[src/rtl/cpu_mem_pkg.sv]
// Shared types and widths for the CPU memory-port arbiter.
package cpu_mem_pkg;
  localparam int ADDR_W           = 32;
  localparam int DWORD_W          = 32;
  localparam int IWORD_W          = 48;
  localparam int STARVE_LIMIT_DEF = 4;
  localparam int STARVE_W         = 3;

  typedef enum logic [1:0] {
    IDLE = 2'd0,
    DATA = 2'd1,
    INST = 2'd2
  } state_e;
endpackage

[src/rtl/cpu_mem_arbiter.sv]
// Arbitrates the data and fetch ports onto one single-outstanding memory port.
// Data wins unless a waiting fetch has been passed over STARVE_LIMIT times.
module cpu_mem_arbiter
  import cpu_mem_pkg::*;
#(
  parameter int STARVE_LIMIT = STARVE_LIMIT_DEF
) (
  input  logic               clk,
  input  logic               rst_b,
  input  logic               d_req,
  input  logic               d_we,
  input  logic [ADDR_W-1:0]  d_addr,
  input  logic [DWORD_W-1:0] d_wdata,
  output logic               d_gnt,
  output logic               d_rvalid,
  output logic [DWORD_W-1:0] d_rdata,
  input  logic               i_req,
  input  logic [ADDR_W-1:0]  i_addr,
  input  logic               i_flush,
  output logic               i_gnt,
  output logic               i_rvalid,
  output logic [IWORD_W-1:0] i_rdata,
  output logic               m_req,
  output logic               m_we,
  output logic [ADDR_W-1:0]  m_addr,
  output logic [IWORD_W-1:0] m_wdata,
  input  logic               m_ack,
  input  logic [IWORD_W-1:0] m_rdata
);

  localparam logic [STARVE_W-1:0] LIM = STARVE_W'(STARVE_LIMIT);

  state_e               r_state, w_next;
  logic [STARVE_W-1:0]  r_starve;
  logic                 r_m_req, r_m_we, r_flush;
  logic [ADDR_W-1:0]    r_m_addr;
  logic [IWORD_W-1:0]   r_m_wdata;
  logic                 r_d_rvalid, r_i_rvalid;
  logic [DWORD_W-1:0]   r_d_rdata;
  logic [IWORD_W-1:0]   r_i_rdata;
  logic                 w_fetch_due, w_dgnt, w_ignt, w_ack;

  assign w_fetch_due = i_req && (r_starve == LIM);
  // acks only mean something while a transaction is outstanding
  assign w_ack       = m_ack && (r_state != IDLE);

  always_ff @(posedge clk or posedge rst_b) begin
    if (rst_b) r_state <= IDLE;
    else       r_state <= w_next;
  end

  always_comb begin
    w_next = r_state;
    case (r_state)
      IDLE:       if (w_dgnt) w_next = DATA;
                  else if (w_ignt) w_next = INST;
      DATA, INST: if (m_ack) w_next = IDLE;
      default:    w_next = IDLE;
    endcase
  end

  // grants are combinational and gated by reset so they drop immediately
  always_comb begin
    w_dgnt = 1'b0;
    w_ignt = 1'b0;
    if (!rst_b && r_state == IDLE) begin
      if (d_req && !w_fetch_due) w_dgnt = 1'b1;
      else if (i_req)            w_ignt = 1'b1;
    end
  end

  always_ff @(posedge clk or posedge rst_b) begin
    if (rst_b) begin
      r_m_req    <= 1'b0;
      r_m_we     <= 1'b0;
      r_m_addr   <= '0;
      r_m_wdata  <= '0;
      r_flush    <= 1'b0;
      r_d_rvalid <= 1'b0;
      r_i_rvalid <= 1'b0;
      r_d_rdata  <= '0;
      r_i_rdata  <= '0;
    end else begin
      r_d_rvalid <= 1'b0;
      r_i_rvalid <= 1'b0;
      if (w_dgnt) begin
        r_m_req   <= 1'b1;
        r_m_we    <= d_we;
        r_m_addr  <= d_addr;
        r_m_wdata <= d_we ? {{(IWORD_W-DWORD_W){1'b0}}, d_wdata} : '0;
      end else if (w_ignt) begin
        r_m_req   <= 1'b1;
        r_m_we    <= 1'b0;
        r_m_addr  <= i_addr;
        r_m_wdata <= '0;
        r_flush   <= i_flush;
      end else if (w_ack) begin
        r_m_req <= 1'b0;
        if (r_state == DATA && !r_m_we) begin
          r_d_rvalid <= 1'b1;
          r_d_rdata  <= m_rdata[DWORD_W-1:0];
        end
        // a flush in the ack cycle itself still kills the response
        if (r_state == INST && !(r_flush || i_flush)) begin
          r_i_rvalid <= 1'b1;
          r_i_rdata  <= m_rdata;
        end
      end else if (r_state == INST && i_flush) begin
        r_flush <= 1'b1;
      end
    end
  end

  always_ff @(posedge clk or posedge rst_b) begin
    if (rst_b)                           r_starve <= '0;
    else if (!i_req || w_ignt)           r_starve <= '0;
    else if (w_dgnt && r_starve < LIM)   r_starve <= r_starve + STARVE_W'(1);
  end

  assign d_gnt    = w_dgnt;
  assign i_gnt    = w_ignt;
  assign d_rvalid = r_d_rvalid;
  assign d_rdata  = r_d_rdata;
  assign i_rvalid = r_i_rvalid;
  assign i_rdata  = r_i_rdata;
  assign m_req    = r_m_req;
  assign m_we     = r_m_we;
  assign m_addr   = r_m_addr;
  assign m_wdata  = r_m_wdata;

endmodule

[config.mk]
export PLATFORM = sky130hd
export DESIGN_NAME = cpu_mem_arbiter
export DESIGN_NICKNAME = d
export VERILOG_FILES = /design/src/rtl/cpu_mem_pkg.sv /design/src/rtl/cpu_mem_arbiter.sv
export SDC_FILE = /design/constraint.sdc
export NUM_CORES = 1
export LEC_CHECK = 0
export CAP_MARGIN = 0
export CORE_ASPECT_RATIO = 1.25
export CORE_MARGIN = 2
export CORE_UTILIZATION = 28
export DETAILED_ROUTE_END_ITERATION = 10
export PLACE_DENSITY = 0.6
export SLEW_MARGIN = 5
export SYNTH_ARGS = -nofsm -noshare
export SYNTH_HDL_FRONTEND = slang
export SYNTH_SLANG_ARGS = --single-unit
[constraint.sdc]
create_clock -name clk -period 7.45 [get_ports clk]
set_input_delay 1.49 -clock clk [delete_from_list [all_inputs] [get_ports clk]]
set_output_delay 1.49 -clock clk [all_outputs]
set_load 0.01 [all_outputs]
==> impl_metrics.ini <==
[run_status]
status = finished, final reports clean

[placed_design]
portBuffers = 300
hpwl_microns = 12500
gp_congestion = 0.734
place_ws_ns = 2.37
placed_cell_area_sq_mm = 0.00980

[critical_path]
arrival_ns = 3.57
endpoint_kind = primary output
worstPathMaxFanout = 54
startpoint = rst_b
worstSetupPathType = input pin to primary output
crit_buf_inv = 4
crit_slowest_cell = clkdlybuf4s50_1
critical-path-top-delay-family = buffers and inverters
crit_top_cell = clkdlybuf4s50_1
reg2reg_from = r_state[0]
max_stage_delay_ns = 0.55
critical_path.cell_chain = clkdlybuf4s50_1 > nand3b_1 > buf_4 > or2_2 > inv_1 > clkdlybuf4s50_1
critPathRequiredTime_ns = 5.96
startpoint_type = input pin

[floorplanning]
die_area_sq_mm = 0.0249
core-area_sq_mm = 0.0231
die_x_microns = 141
fp.dieH_microns = 176
floorplan.initialDensity_pct = 28.6
num_rows = 62
io_pins = 317

[clocking]
cts.htree.levels = 4
clk_pin_slew_ns = 0.06
cts.sinks = 154
cts_buffer_depth = 2
cts_setup_buffers = 0
holdBufCountCts = 0
cts-root-buf = clkbuf_16
cts_made_buffers = 17
ctsResizeCount = 0
tritoncts = built
insertion_delay_ns = 0.42

[detailed_routing]
ant_nets = 0
num_vias = 5073
drc = 0
viasPerCell = 4.60
drt_iter0_markers = 130
routed_wl_microns = 18600
wl_per_cell_microns = 16.9
detail_route.first_pass.iterations = 4

[logic_synthesis]
synth-edff-count = 0
yosysWarnings = 0
yosysUniqueCellTypes = 34
ys.flop_type = dfrtp_1
synth_area_sq_mm = 0.00661
synth_cells = 516
seq_area_frac_synth_pct = 58.3
yosys_register_bits = 154
ys_async_sr_fraction_pct = 100
avgSynthCellArea_sq_um = 12.8

[layout]
syn_to_final_growth_pct = 57.9
final_layout_size_suffix_gt1_share_pct = 19.0
nFillCells = 2204
final_area_sq_mm = 0.0104
num-nets-final = 958

[global_routing]
grt_overflow = 0
grt_pass1_wl_microns = 29300
grt_antenna_before_repair = 2
grt.total_usage_pct = 15.0
grt_pass1_vias = 5367
grt_max_degree = 86

[timing]
setup_ws_ns = 2.39
fin_crit_sh_pct = 67.9
setup_violations = 0
setup_tns_ns = 0
fmax_mhz = 198
final.min_clock_period_ns = 5.06
hold_violations = 0
slew_viol_final = 0
clock-skew-final_ns = 0.0140
rsz0062_at_grt = false
worst_pin_slew_ns = 0.950
slew_headroom_pct = 36.7

[power_and_ir_drop]
p_per_area_mw_per_mm2 = 358
power.leakage_nw = 4.52
peakVddDrop_v = 0.000145

[hold_path]
min_from = m_req
min_path_type = flop to flop

[job]
maxCapViolations = 0
## worst reg2reg max path, delay by kind of cell (launching register included)
kind                       cells  cell delay [ns]
buffers and inverters          3             1.18
and+or+nand+nor                2             0.37
DFF                            1             0.35
adders and majority gates      1             0.32
muxes                          1             0.46
## cells in the mapped netlist (2+ instances only)
cell type	instances	area, sq um
dfrtp_1	154	3850
a21boi_0	2	15.0
nor2b_1	2	12.5
nor2_1	3	11.3
clkbuf_1	20	75.1
nand2_1	34	128
inv_1	8	30.0
o21ai_1	2	10.0
buf_6	2	22.5
ha_1	5	62.6
o211ai_1	33	248
nand2b_1	2	12.5
buf_1	4	15.0
o21ai_0	37	185
buf_2	14	70.1
mux2i_1	17	170
mux2_2	101	1140
buf_4	16	120
a21oi_1	20	100
mux2_4	9	135
nand3b_1	2	15.0
nor3_1	17	85.1
## layout by cell type (no fill, tap or decap), drive strengths merged, types with 5 or more instances in the layout
cell type	count
a21oi	20
mux2i	17
mux2	110
ha	5
buf	8
conb	16
o21ai	39
nand2	34
inv	15
o211ai	33
dfrtp	154
clkdlybuf4s50	300
clkbuf	17
nor3	17
## kinds of logic (layout without fill, tap and decap cells)
family,after synthesis,in the layout,share of synthesized area [%]
compound gates,97,97,8.75
xor+xnor,1,1,0.133
fa+ha+maj,5,5,0.946
buf+inv,64,347,5.04
flops,154,154,58.3
mux,127,127,21.8
other cells,1,17,0.0567
simple gates,67,67,4.96
## per-layer routing
metal / up-vias / wire length [microns] / GRT usage, %
met3: 20 / 1560 / 5.37
met2: 221 / 9050 / 25.4
met1: 2467 / 7670 / 17.8
met5: - / 13 / 0
li1: 2363 / - / -
met4: 2 / 351 / 4.67
## report_power, final
group / switching (W) / internal [W] / leakage [nW]
Clock: 0.000389 / 0.000544 / 0.306
Sequential: 0.000163 / 0.00116 / 1.95
Combinational: 0.000563 / 0.000918 / 2.26
## through the flow
stage          std cells  hold slack [ns]  total power, W  utilization [%]
2_1_floorplan        531            0.509         0.00198                -
3_3_place_gp        1071            0.481         0.00283             42.4
3_5_place_dp        1071            0.481         0.00285             42.4
4_1_cts             1102            0.499         0.00380             45.1
5_1_grt             1103            0.512         0.00397             45.1
6_report            1103            0.495         0.00374             45.1
## registers in the layout, summed over array words and instances, names as in the netlist
register,cells
d_rdata,32
d_rvalid,1
i_rdata,48
i_rvalid,1
m_addr,32
m_req,1
m_wdata,32
m_we,1
r_flush,1
r_starve,3
r_state,2
## worst paths after layout
check	to	slack, ns	depth (start not counted)
worst min register to register	m_req	0.50	2
worst min-delay path	m_req	0.50	2
max in group asynchronous	i_rdata[41]	4.37	3
min in group asynchronous	m_addr[3]	1.69	2
worst max register to register	m_addr[16]	4.66	7
worst max-delay path	d_gnt	2.39	6
## area by class of cell
class | count | area, sq um | area share (%)
multi-input cells | 313 | 2490 | 23.8
flip-flops and latches | 154 | 3850 | 36.9
diodes | 1 | 2.50 | 0.0240
inverters | 8 | 35.0 | 0.336
clock inverters | 14 | 208 | 1.99
clock buffers | 17 | 425 | 4.08
repair buffers | 308 | 3060 | 29.4
well taps | 288 | 360 | 3.45
(Power assumes the default switching activity.)
